<file path="config.mk">
export PLATFORM = sky130hd
export DESIGN_NAME = uart_prog_loader_flat
export DESIGN_NICKNAME = d
export VERILOG_FILES = /design/src/rtl/uart_prog_loader_if.sv /design/src/rtl/uart_prog_loader.sv /design/src/flat_wrapper.sv
export SDC_FILE = /design/constraint.sdc
export NUM_CORES = 1
export LEC_CHECK = 0
export BUFFER_PORTS_ARGS = -buffer_cell sky130_fd_sc_hd__buf_2
export CAP_MARGIN = 15
export CORE_AREA = 2 2 132 134
export DETAILED_ROUTE_END_ITERATION = 6
export DIE_AREA = 0 0 134 136
export PLACE_DENSITY = 0.59
export SYNTH_ARGS = -nofsm -noshare
export SYNTH_HDL_FRONTEND = slang
export SYNTH_SLANG_ARGS = --single-unit
export TNS_END_PERCENT = 50
</file>
<file path="constraint.sdc">
create_clock -name clk -period 4.32 [get_ports clk]
set_clock_uncertainty 0.05 [all_clocks]
set_input_delay 0.648 -clock clk [delete_from_list [all_inputs] [get_ports clk]]
set_output_delay 0.648 -clock clk [all_outputs]
set_load 0.02 [all_outputs]
</file>
<file path="src/rtl/uart_prog_loader_if.sv">
// -----------------------------------------------------------------------------
// uart_prog_loader_if
// Purpose : instruction-memory write bus driven by the UART boot loader.
// Signals : imem_we    - one-cycle write strobe
//           imem_addr  - word address of the current write (ADDR_W bits)
//           imem_wdata - 32-bit word to write
// Modports: master (loader side, drives the bus), slave (memory side).
// -----------------------------------------------------------------------------
interface uart_prog_loader_if #(
   parameter int ADDR_W = 14
);
   logic              imem_we;
   logic [ADDR_W-1:0] imem_addr;
   logic [31:0]       imem_wdata;

   modport master (output imem_we, output imem_addr, output imem_wdata);
   modport slave  (input  imem_we, input  imem_addr, input  imem_wdata);
endinterface

</file>
<file path="src/rtl/uart_prog_loader.sv">
// -----------------------------------------------------------------------------
// uart_prog_loader
// Purpose : serial (UART 8N1) boot loader. Receives a 16-bit little-endian word
//           count N followed by N little-endian 32-bit words and writes them to
//           instruction memory at word addresses 0..N-1, holding the CPU in
//           reset for the whole load.
// Ports   : clk      - board clock, all logic on posedge
//           rst_a    - synchronous active-low reset
//           rx       - asynchronous UART receive line, idle high
//           load_req - level; a rising edge starts a load (from IDLE/DONE/ERR)
//           imem     - instruction-memory write bus (master modport)
//           cpu_hold - 1 keeps the CPU in reset
//           done     - load completed, held until next load or reset
//           err      - load failed, held until next load or reset
// Config  : define UART_CSUM_EN to expect a trailing XOR checksum byte over
//           all data bytes; a mismatch ends the load in ERR.
// -----------------------------------------------------------------------------
module uart_prog_loader #(
   parameter int CLK_HZ = 100_000_000,
   parameter int BAUD   = 115200,
   parameter int ADDR_W = 14
) (
   input  logic                clk,
   input  logic                rst_a,
   input  logic                rx,
   input  logic                load_req,
   uart_prog_loader_if.master  imem,
   output logic                cpu_hold,
   output logic                done,
   output logic                err
);
   localparam int CPB   = CLK_HZ / BAUD;
   localparam int HALF  = CPB / 2;
   localparam int CNT_W = $clog2(CPB + 1);
   localparam logic [16:0]     CAP = 17'(2 ** ADDR_W);
   localparam logic [ADDR_W:0] ONE = (ADDR_W + 1)'(1);

   typedef enum logic [1:0] {R_IDLE, R_START, R_DATA, R_STOP} rx_st_t;
`ifdef UART_CSUM_EN
   typedef enum logic [2:0] {S_IDLE, S_HDR0, S_HDR1, S_DATA, S_CSUM, S_DONE, S_ERR} st_t;
`else
   typedef enum logic [2:0] {S_IDLE, S_HDR0, S_HDR1, S_DATA, S_DONE, S_ERR} st_t;
`endif

   // receiver state
   logic             r_rx_p0, r_rx_p1;
   rx_st_t           r_rx_st, w_rx_st_nxt;
   logic [CNT_W-1:0] r_cnt, w_cnt_nxt;
   logic [2:0]       r_bit, w_bit_nxt;
   logic [7:0]       r_sh, w_sh_nxt;
   logic             w_byte_vld, w_frm_err;
   logic             r_byte_vld, r_frm_err;

   // loader state
   st_t              r_st, w_st_nxt;
   logic             r_ld_d;
   logic             w_ld_rise, w_start, w_wr;
   logic [15:0]      w_hdr;
   logic [7:0]       r_hdr_lo;
   logic [ADDR_W:0]  r_n, r_widx;
   logic [1:0]       r_bidx;
   logic [31:0]      r_word, r_wdata;
   logic [7:0]       r_csum;
   logic             r_we;
   logic [ADDR_W-1:0] r_addr;

   // ---- stage p0/p1: rx synchroniser, byte receiver ----
   always_comb begin
      w_rx_st_nxt = r_rx_st;
      w_cnt_nxt   = r_cnt + 1'b1;
      w_bit_nxt   = r_bit;
      w_sh_nxt    = r_sh;
      w_byte_vld  = 1'b0;
      w_frm_err   = 1'b0;
      case (r_rx_st)
         R_IDLE: begin
            w_cnt_nxt = '0;
            if (!r_rx_p1) w_rx_st_nxt = R_START;
         end
         R_START: if (r_cnt == CNT_W'(HALF - 1)) begin
            // mid start bit: a high line here was only a glitch
            w_cnt_nxt   = '0;
            w_bit_nxt   = '0;
            w_rx_st_nxt = r_rx_p1 ? R_IDLE : R_DATA;
         end
         R_DATA: if (r_cnt == CNT_W'(CPB - 1)) begin
            w_cnt_nxt = '0;
            w_sh_nxt  = {r_rx_p1, r_sh[7:1]};
            w_bit_nxt = r_bit + 1'b1;
            if (r_bit == 3'd7) w_rx_st_nxt = R_STOP;
         end
         R_STOP: if (r_cnt == CNT_W'(CPB - 1)) begin
            w_cnt_nxt   = '0;
            w_rx_st_nxt = R_IDLE;
            w_byte_vld  = r_rx_p1;
            w_frm_err   = ~r_rx_p1;
         end
         default: w_rx_st_nxt = R_IDLE;
      endcase
   end

   always_ff @(posedge clk) begin
      if (!rst_a) begin
         r_rx_p0    <= 1'b0;
         r_rx_p1    <= 1'b0;
         r_rx_st    <= R_IDLE;
         r_cnt      <= '0;
         r_bit      <= '0;
         r_sh       <= '0;
         r_byte_vld <= 1'b0;
         r_frm_err  <= 1'b0;
      end else begin
         r_rx_p0    <= rx;
         r_rx_p1    <= r_rx_p0;
         r_rx_st    <= w_rx_st_nxt;
         r_cnt      <= w_cnt_nxt;
         r_bit      <= w_bit_nxt;
         r_sh       <= w_sh_nxt;
         r_byte_vld <= w_byte_vld;
         r_frm_err  <= w_frm_err;
      end
   end

   // ---- stage p2: load protocol FSM and memory write ----
   assign w_ld_rise = load_req & ~r_ld_d;
   assign w_start   = w_ld_rise && (r_st == S_IDLE || r_st == S_DONE || r_st == S_ERR);
   assign w_hdr     = {r_sh, r_hdr_lo};

   always_comb begin
      w_st_nxt = r_st;
      w_wr     = 1'b0;
      case (r_st)
         S_IDLE, S_DONE, S_ERR: if (w_start) w_st_nxt = S_HDR0;
         S_HDR0: begin
            if (r_frm_err)       w_st_nxt = S_ERR;
            else if (r_byte_vld) w_st_nxt = S_HDR1;
         end
         S_HDR1: begin
            if (r_frm_err) w_st_nxt = S_ERR;
            else if (r_byte_vld) begin
               if (w_hdr == 16'd0)            w_st_nxt = S_DONE;
               else if ({1'b0, w_hdr} > CAP)  w_st_nxt = S_ERR;
               else                           w_st_nxt = S_DATA;
            end
         end
         S_DATA: begin
            if (r_frm_err) w_st_nxt = S_ERR;
            else if (r_byte_vld && r_bidx == 2'd3) begin
               w_wr = 1'b1;
`ifdef UART_CSUM_EN
               if (r_widx == r_n - ONE) w_st_nxt = S_CSUM;
`else
               if (r_widx == r_n - ONE) w_st_nxt = S_DONE;
`endif
            end
         end
`ifdef UART_CSUM_EN
         S_CSUM: begin
            if (r_frm_err)       w_st_nxt = S_ERR;
            else if (r_byte_vld) w_st_nxt = (r_sh == r_csum) ? S_DONE : S_ERR;
         end
`endif
         default: w_st_nxt = S_IDLE;
      endcase
   end

   always_ff @(posedge clk) begin
      if (!rst_a) begin
         r_st     <= S_IDLE;
         r_ld_d   <= 1'b0;
         r_hdr_lo <= '0;
         r_n      <= '0;
         r_widx   <= '0;
         r_bidx   <= '0;
         r_word   <= '0;
         r_csum   <= '0;
         r_we     <= 1'b0;
         r_addr   <= '0;
         r_wdata  <= '0;
      end else begin
         r_st   <= w_st_nxt;
         r_ld_d <= load_req;
         r_we   <= w_wr;
         if (w_start) begin
            r_widx <= '0;
            r_bidx <= '0;
            r_csum <= '0;
            r_addr <= '0;
         end else if (r_byte_vld) begin
            case (r_st)
               S_HDR0: r_hdr_lo <= r_sh;
               S_HDR1: r_n      <= (ADDR_W + 1)'(w_hdr);
               S_DATA: begin
                  r_word <= {r_sh, r_word[31:8]};
                  r_bidx <= r_bidx + 1'b1;
                  r_csum <= r_csum ^ r_sh;
               end
               default: ;
            endcase
         end
         // strobe issued the cycle after the 4th byte; index advances with it
         if (w_wr) begin
            r_addr  <= r_widx[ADDR_W-1:0];
            r_wdata <= {r_sh, r_word[31:8]};
            r_widx  <= r_widx + ONE;
         end
      end
   end

   assign imem.imem_we    = r_we;
   assign imem.imem_addr  = r_addr;
   assign imem.imem_wdata = r_wdata;
   assign cpu_hold        = (r_st != S_IDLE) && (r_st != S_DONE);
   assign done            = (r_st == S_DONE);
   assign err             = (r_st == S_ERR);
endmodule

</file>
<file path="src/flat_wrapper.sv">
// flat-port wrapper written by rule: the top's interface ports become plain ports
module uart_prog_loader_flat 
#(
   parameter int CLK_HZ = 100_000_000,
   parameter int BAUD   = 115200,
   parameter int ADDR_W = 14
)
  (clk, rst_a, rx, load_req, cpu_hold, done, err, imem_imem_we, imem_imem_addr, imem_imem_wdata);
  uart_prog_loader_if #(.ADDR_W(ADDR_W)) imem_i ();
  input  logic clk;
  input  logic rst_a;
  input  logic rx;
  input  logic load_req;
  output logic cpu_hold;
  output logic done;
  output logic err;
  output wire logic [$bits(imem_i.imem_we)-1:0] imem_imem_we;
  output wire logic [$bits(imem_i.imem_addr)-1:0] imem_imem_addr;
  output wire logic [$bits(imem_i.imem_wdata)-1:0] imem_imem_wdata;
  assign imem_imem_we = imem_i.imem_we;
  assign imem_imem_addr = imem_i.imem_addr;
  assign imem_imem_wdata = imem_i.imem_wdata;
  uart_prog_loader #(.CLK_HZ(CLK_HZ), .BAUD(BAUD), .ADDR_W(ADDR_W)) u_core (.clk(clk), .rst_a(rst_a), .rx(rx), .load_req(load_req), .imem(imem_i), .cpu_hold(cpu_hold), .done(done), .err(err));
endmodule
</file>
==> reports/metrics.yaml, run 1 <==
outcome:
  outcome: "complete, no violations"
drt:
  drt-total-wl_um: 14200
  vias: 5070
  drt_first_pass_iters: 4
  drc: 0
  viasPerCell: 5.03
  avgRoutedWirePerCell_um: 14.1
  ant_nets: 0
  first_iter_violations: 440
global_routing:
  grt_max_degree: 94
  grt_overflow_total: 0
  grt.total_usage_pct: 16.2
  antenna_found_initial: 0
  grt_pass1_vias: 4571
  grt_pass1_wl_um: 23400
clocking:
  post_cts_resized: 0
  tritoncts: "yes"
  clock_latency_ns: 0.42
  numCtsBuffers: 17
  root_buffer: "clkbuf_16"
  clockBufferDepth: 2
  post_cts_buffers: 0
  hold_buffers: 0
  cts_sinks: 142
  cts-htree-levels: 4
  cts.clk_slew.worst_paths_ns: 0.06
sta:
  hold-worst-slack_ns: 0.384
  hold_viol: 0
  max-slew-margin-rel_pct: 29.7
  period_share_pct: 60.2
  timing.fmax_mhz: 385
  final.setup.tns_ns: 0
  rsz0062_at_grt: "false"
  setup_viol: 0
  slew_viol_final: 0
  min_period_ns: 2.60
  tightest_slew_ns: 1.05
worst_setup_path:
  r2r_cells: 4
  r2r-start: "u_core.r_st[0]$_SDFFE_PN0P_"
  path_class: "reg2reg"
  critPathSlowestCell: "nor2_1"
  r2r_slack_ns: 1.72
  cp_num_buf_inv: 0
  startpoint: "u_core.r_st[0]$_SDFFE_PN0P_"
  path_cells: "nand4_1 -> or2_2 -> nor2_1 -> a22o_1"
  critical_path_arrival_ns: 2.91
  required_ns: 4.63
  crit_family: "simple AND/OR/NAND/NOR gates"
  slowest_delay_ns: 0.81
  start_kind: "register"
  crit_path_end_kind: "register"
  r2r_end: "u_core.imem.imem_addr[3]$_SDFFE_PN0P_"
  path_max_fanout: 44
worst_hold_path:
  hold_start: "rx"
  hold_end: "u_core.r_rx_p0$_SDFF_PN0_"
  min_path_type: "in2reg"
  whs_path_depth: 2
placement:
  hpwl_um: 9400
  port_buffers: 53
  place_congestion: 0.809
die:
  fp-row-count: 48
  die_width_um: 134
  initial_core_util_pct: 36.0
  die_y_um: 136
  coreArea_mm2: 0.0169
  boundaryPins: 54
  die_area_mm2: 0.0182
cells_and_area:
  final_common_cell: "nand2_1"
  final_cell_mix: "204 x nand2_1, 142 x dfxtp_1, 101 x a21oi_1, 53 x buf_2, 37 x nor2_1"
  antenna_cells: 0
  utilization_pct: 41.7
  nNetsFinal: 786
  area_delta_synth_final_pct: 15.7
  drive_gt1_share_pct: 15.1
power_and_ir_drop:
  p_per_area_mw_per_mm2: 432
  p_total_mw: 3.04
  leakagePower_nw: 2.61
  ir_worst_vdd_v: 0.000269
logic_synthesis:
  synthCells: 741
  synth-seq-cells: 142
  synth_edf_count: 0
  synth-seq-area-share_pct: 46.7
  synth_nets: 757
  avgSynthCellArea_um2: 8.21
  syn-cell-area_mm2: 0.00608
  synthFlopType: "dfxtp_1"
  synth_warnings: 0
  synth.distinct_cells: 65
  ys_async_sr_fraction_pct: 0
flow_run:
  maxCapViolCount: 0
## routing by layer
layer	track usage [%]	share of wire, %	vias to the layer above
met5	0	0	-
met3	3.88	3.5	13
met4	6.15	1.6	0
li1	-	-	2591
met2	24.2	44	95
met1	22.6	51	2371
## synth_stat cells (3+ instances only)
cell	n	area (µm²)
a21oi_1	101	505
a22o_1	14	123
a311oi_1	3	26.3
a31oi_1	4	25.0
and2_1	8	50.1
and3_1	11	68.8
clkbuf_1	39	146
dfxtp_1	142	2840
ha_1	12	150
inv_1	10	37.5
mux2_2	7	78.8
mux2i_1	4	40.0
nand2_1	204	766
nand3_1	17	85.1
nand3b_1	5	37.5
nand4_1	7	43.8
nor2_1	38	143
nor2b_1	3	18.8
nor3_1	5	25.0
nor3b_1	3	22.5
nor4_1	7	43.8
nor4b_1	3	26.3
o211ai_1	4	30.0
o21ai_0	10	50.1
or2_2	6	37.5
or3b_2	3	26.3
or4_4	3	33.8
xnor2_1	15	131
xor2_1	12	105
## power breakdown
part           switching [mW]  total, mW  internal [mW]
logic                   0.165      0.262         0.0972
clock network           0.594       1.41          0.820
registers              0.0343       1.36           1.33
total                   0.793       3.04           2.25
## how the worst max path moves through the flow
stage                     cells after the start  slack, ns                                endpoint
after floorplan                               7       2.17             u_core.r_st[1]$_SDFFE_PN0P_
final                                         4       1.72   u_core.imem.imem_addr[3]$_SDFFE_PN0P_
after detailed placement                      4       1.73   u_core.imem.imem_addr[1]$_SDFFE_PN0P_
after CTS                                     4       1.69   u_core.imem.imem_addr[3]$_SDFFE_PN0P_
after global routing                          4       1.40   u_core.imem.imem_addr[3]$_SDFFE_PN0P_
after global placement                        4       1.72  u_core.imem.imem_addr[10]$_SDFFE_PN0P_
## state kept, by name, indices dropped and copies added (netlist names), 2 cells and up, named ones only
| register | cells |
|---|---|
| u_core.r_bidx | 2 |
| u_core.imem.imem_wdata | 32 |
| u_core.r_sh | 8 |
| u_core.r_st | 3 |
| u_core.r_cnt | 10 |
| u_core.r_widx | 15 |
| u_core.r_bit | 3 |
| u_core.r_hdr_lo | 8 |
| u_core.imem.imem_addr | 14 |
| u_core.r_n | 15 |
| u_core.r_word | 24 |
## area by class of cell
cell class | instances | area (µm²)
Clock inverter | 13 | 129
Timing Repair Buffer | 55 | 280
Fill cell | 1728 | 9840
Tap cell | 225 | 282
Inverter | 11 | 41.3
Clock buffer | 19 | 443
Multi-Input combinational cell | 543 | 3020
Sequential cell | 142 | 2840
## cell families after synthesis
| kind of cell | count (synthesis) | synth area share, % |
|---|---|---|
| buffers and inverters | 56 | 3.68 |
| flip-flops | 142 | 46.7 |
| AND/OR/NAND/NOR | 337 | 25.7 |
| AO/OA/AOI/OAI | 155 | 15.4 |
| adder cells (fa/ha/maj) | 13 | 2.63 |
| XOR/XNOR | 27 | 3.89 |
| multiplexers | 11 | 1.95 |
## per-stage QoR
step	std cells	worst slack [ns]	area [µm²]
finish	1008	1.72	7040
global route	1008	1.40	7040
CTS	1008	1.69	7040
detailed placement	976	1.73	6460
global placement	976	1.72	6460
floorplan	741	2.17	6080
No activity file was read; power rests on OpenSTA's default activity.
==> run 2, diff against run 1 <==
==> constraint.sdc (replaced) <==
create_clock -name clk -period 2.6 [get_ports clk]
set_clock_uncertainty 0.05 [all_clocks]
set_input_delay 0.39 -clock clk [delete_from_list [all_inputs] [get_ports clk]]
set_output_delay 0.39 -clock clk [all_outputs]
set_load 0.02 [all_outputs]
==> run 2 against run 1 <==
Register-to-register slack got worse by 1.5 ns. Critical path depth up 2. Final cell count up 1.1%. Total power increased by 71%. Sequential power increased by 66%. Global-route usage decreased by 0.63 points. Final area grew 1.6%.
==> reports/metrics.yaml, run 2 (synthesis results as in run 1) <==
outcome:
  outcome: "complete, no violations"
cells_and_area:
  final_cells: 1019
  nNetsFinal: 797
  antenna_cells: 0
  nFillCells: 1695
  final_common_cell: "nand2_1"
  utilization_pct: 42.4
  seq_area_mm2: 0.00284
  final_cell_mix: "204 x nand2_1, 142 x dfxtp_1, 101 x a21oi_1, 53 x buf_2, 37 x nor2_1"
  multi_input_area_mm2: 0.00302
  area_delta_synth_final_pct: 17.6
  largest_reg_flops: 32
  final_area_mm2: 0.00715
  drive_gt1_share_pct: 16.4
sta:
  layout_setup_ws_ns: 0.256
  final.setup.tns_ns: 0
  slew_viol_final: 0
  setup_viol: 0
  timing.fmax_mhz: 427
  min_period_ns: 2.34
  tightest_slew_ns: 0.562
  hold_viol: 0
  rsz0062_at_grt: "false"
  hold-worst-slack_ns: 0.126
  period_share_pct: 90.2
  max-slew-margin-rel_pct: 62.3
die:
  initial_core_util_pct: 36.0
  die_y_um: 136
  die_width_um: 134
  coreArea_mm2: 0.0169
  die_area_mm2: 0.0182
  fp-row-count: 48
  boundaryPins: 54
power_and_ir_drop:
  ir_worst_vdd_v: 0.000486
  p_per_area_mw_per_mm2: 727
  leakagePower_nw: 2.68
  p_total_mw: 5.20
global_routing:
  grt_pass1_wl_um: 22800
  grt.total_usage_pct: 15.6
  grt_overflow_total: 0
  grt_pass1_vias: 4624
  grt_max_degree: 41
  antenna_found_initial: 0
placement:
  port_buffers: 53
  place_congestion: 0.856
  placed_area_mm2: 0.00655
  place_ws_ns: 0.254
  dp.cells: 987
  hpwl_um: 9410
worst_setup_path:
  startpoint: "u_core.r_n[4]$_SDFFE_PN0P_"
  start_kind: "register"
  path_max_fanout: 8
  path_class: "reg2reg"
  required_ns: 2.86
  critical_path_arrival_ns: 2.61
  crit_path_end_kind: "register"
  r2r-start: "u_core.r_n[4]$_SDFFE_PN0P_"
clocking:
  hold_buffers: 0
  post_cts_buffers: 0
  cts.clk_slew.worst_paths_ns: 0.06
  cts_sinks: 142
  clockBufferDepth: 2
  root_buffer: "clkbuf_16"
  cts-htree-levels: 4
  numCtsBuffers: 17
  post_cts_resized: 0
  tritoncts: "yes"
  clock_latency_ns: 0.42
drt:
  avgRoutedWirePerCell_um: 13.6
  drc: 0
  ant_nets: 0
  first_iter_violations: 311
  drt_first_pass_iters: 4
  viasPerCell: 4.91
  drt-total-wl_um: 13900
  vias: 5008
worst_hold_path:
  min_path_type: "in2reg"
  hold_start: "rx"
flow_run:
  maxCapViolCount: 0
## run 2: critical path, cell delays in order, from the launching register on
cell       delay (ns)
dfxtp_1          0.38
or4_4            0.60
nor3_2           0.27
mux2i_1          0.23
a2bb2oi_1        0.36
o2111ai_1        0.16
and3_1           0.18
## run 2: report_power, final
part           internal, mW  total [mW]  switching (mW)
Combinational         0.176       0.471           0.295
Sequential             2.21        2.26          0.0492
Clock                  1.45        2.47            1.02
Total                  3.83        5.20            1.37
## run 2: cell type report
class                   count  share of cell area [%]
clock inverters            15                    2.50
multi-input cells         543                    42.2
flip-flops and latches    142                    39.7
repair buffers             66                    5.07
clock buffers              17                    5.95
well taps                 225                    3.94
inverters                  11                   0.577
## run 2: final timing paths
kind | slack, ns | depth (start not counted) | end
setup / recovery | 0.26 | 6 | u_core.r_st[1]$_SDFFE_PN0P_
hold / removal | 0.13 | 2 | u_core.r_rx_p0$_SDFF_PN0_
setup reg to reg | 0.26 | 6 | u_core.r_st[1]$_SDFFE_PN0P_
hold reg to reg | 0.40 | 1 | u_core.r_rx_p1$_SDFF_PN0_
## run 2: layer usage
layer	GRT usage, %	routed length (µm)	vias up
met3	3.17	431	16
met5	0	0	-
met2	24.2	6270	87
li1	-	-	2614
met4	6.74	203	0
met1	21.0	6980	2291
==> run 3, diff against run 2 <==
--- a/config.mk
+++ b/config.mk
@@ -7,10 +7,12 @@
 export LEC_CHECK = 0
 export BUFFER_PORTS_ARGS = -buffer_cell sky130_fd_sc_hd__buf_2
 export CAP_MARGIN = 15
+export CELL_PAD_IN_SITES_DETAIL_PLACEMENT = 0
+export CELL_PAD_IN_SITES_GLOBAL_PLACEMENT = 1
 export CORE_AREA = 2 2 132 134
 export DETAILED_ROUTE_END_ITERATION = 6
 export DIE_AREA = 0 0 134 136
-export PLACE_DENSITY = 0.59
+export PLACE_DENSITY = 0.73
 export SYNTH_ARGS = -nofsm -noshare
 export SYNTH_HDL_FRONTEND = slang
 export SYNTH_SLANG_ARGS = --single-unit
==> run 3 against run 2 <==
Total power about the same. Largest power group unchanged. Die area stayed put. Sequential power hardly changed.
==> reports/metrics.yaml, run 3 (synthesis results as in run 1) <==
outcome:
  outcome: "complete, no violations"
worst_setup_path:
  cp_num_buf_inv: 0
  path_class: "reg2reg"
  critPathSlowestCell: "or4_4"
  required_ns: 2.86
  crit_path_end_kind: "register"
  path_cells: "or4_4 -> nor3_2 -> mux2i_1 -> a2bb2oi_1 -> o2111ai_1 -> and3_1"
  critical_path_arrival_ns: 2.71
  start_kind: "register"
  slowest_delay_ns: 0.60
  path_max_fanout: 8
  crit_family: "simple AND/OR/NAND/NOR gates"
sta:
  period_share_pct: 94.4
  max-slew-margin-rel_pct: 61.4
  rsz0062_at_grt: "false"
  timing.fmax_mhz: 407
  tightest_slew_ns: 0.575
  setup_viol: 0
  hold_viol: 0
  final.setup.tns_ns: 0
  min_period_ns: 2.46
  slew_viol_final: 0
drt:
  drt-total-wl_um: 14500
  viasPerCell: 5.03
  drc: 0
  drt_first_pass_iters: 4
  ant_nets: 0
  avgRoutedWirePerCell_um: 14.2
  first_iter_violations: 307
  vias: 5113
power_and_ir_drop:
  combPwrFrac_pct: 8.8
  internal_power_mw: 3.92
  pwr-share-clk_pct: 47.4
  ir_worst_vdd_v: 0.000474
  p_per_area_mw_per_mm2: 727
  leakagePower_nw: 2.68
  seq_power_share_pct: 43.7
  p_switching_mw: 1.28
  swShare_pct: 24.7
  p_total_mw: 5.20
placement:
  placed_area_mm2: 0.00655
  place_congestion: 0.807
  hpwl_um: 9930
  port_buffers: 53
die:
  die_area_mm2: 0.0182
  die_width_um: 134
  boundaryPins: 54
  coreArea_mm2: 0.0169
  fp-row-count: 48
  initial_core_util_pct: 36.0
  die_y_um: 136
clocking:
  clock_latency_ns: 0.42
  cts.clk_slew.worst_paths_ns: 0.06
  post_cts_resized: 0
  tritoncts: "yes"
  post_cts_buffers: 0
  cts_sinks: 142
  cts-htree-levels: 4
  hold_buffers: 0
  root_buffer: "clkbuf_16"
  clockBufferDepth: 2
  numCtsBuffers: 17
cells_and_area:
  antenna_cells: 0
  final_cell_mix: "204 x nand2_1, 142 x dfxtp_1, 101 x a21oi_1, 53 x buf_2, 37 x nor2_1"
  largest_reg_flops: 32
  drive_gt1_share_pct: 15.9
  nFillCells: 1710
  final_area_mm2: 0.00716
  final_common_cell: "nand2_1"
  area_delta_synth_final_pct: 17.6
  nNetsFinal: 794
global_routing:
  grt_overflow_total: 0
  grt_pass1_wl_um: 24200
  grt_max_degree: 66
  antenna_found_initial: 0
  grt_pass1_vias: 4973
  grt.total_usage_pct: 16.7
worst_hold_path:
  min_path_type: "in2reg"
flow_run:
  maxCapViolCount: 0
[run 3: changes by cell type in the layout (fill, tap and decap cells not counted), sizes merged]
cell,previous run,this run
clkinv,4,8
clkbuf,17,19
inv,18,13
buf,66,63
clkinvlp,2,0
bufinv,2,3
[run 3: power groups by stage]
stage | clock network (mW) | logic (mW) | registers [mW]
floorplan | 0 | 0.372 | 2.28
global placement | 0 | 0.438 | 2.31
detailed placement | 0 | 0.456 | 2.32
CTS | 2.53 | 0.461 | 2.27
global route | 2.64 | 0.512 | 2.28
finish | 2.47 | 0.460 | 2.27
[run 3: per-layer routing]
layer | wire (µm) | vias to the layer above | track usage, %
li1 | - | 2607 | -
met1 | 6820 | 2398 | 20.9
met2 | 6940 | 98 | 27.5
met3 | 510 | 10 | 4.14
met4 | 186 | 0 | 6.91
met5 | 0 | - | 0
[run 3: area by class of cell]
cell class / instances / area (µm²) / area share [%]
Clock buffer: 19 / 443 / 6.19
Clock inverter: 13 / 163 / 2.27
Inverter: 11 / 41.3 / 0.577
Multi-Input combinational cell: 543 / 3020 / 42.2
Sequential cell: 142 / 2840 / 39.7
Tap cell: 225 / 282 / 3.93
Timing Repair Buffer: 63 / 365 / 5.11
[run 3: path summary, 6_finish.rpt]
| path | startpoint | endpoint | slack (ns) | depth (start not counted) |
|---|---|---|---|---|
| min | rx | u_core.r_rx_p0$_SDFF_PN0_ | 0.14 | 2 |
| max | u_core.r_n[4]$_SDFFE_PN0P_ | u_core.r_st[1]$_SDFFE_PN0P_ | 0.14 | 6 |
| max reg2reg | u_core.r_n[4]$_SDFFE_PN0P_ | u_core.r_st[1]$_SDFFE_PN0P_ | 0.14 | 6 |
| min reg2reg | u_core.r_rx_p0$_SDFF_PN0_ | u_core.r_rx_p1$_SDFF_PN0_ | 0.39 | 1 |
[run 3: through the flow]
step / std cells / hold WS, ns / utilization (%) / worst slack [ns]
floorplan: 741 / 0.362 / - / 0.454
global placement: 984 / 0.381 / 38.8 / 0.328
detailed placement: 984 / 0.384 / 38.8 / 0.192
CTS: 1016 / 0.118 / 42.4 / 0.179
global route: 1016 / 0.119 / 42.4 / 0.0280
finish: 1016 / 0.139 / 42.4 / 0.145
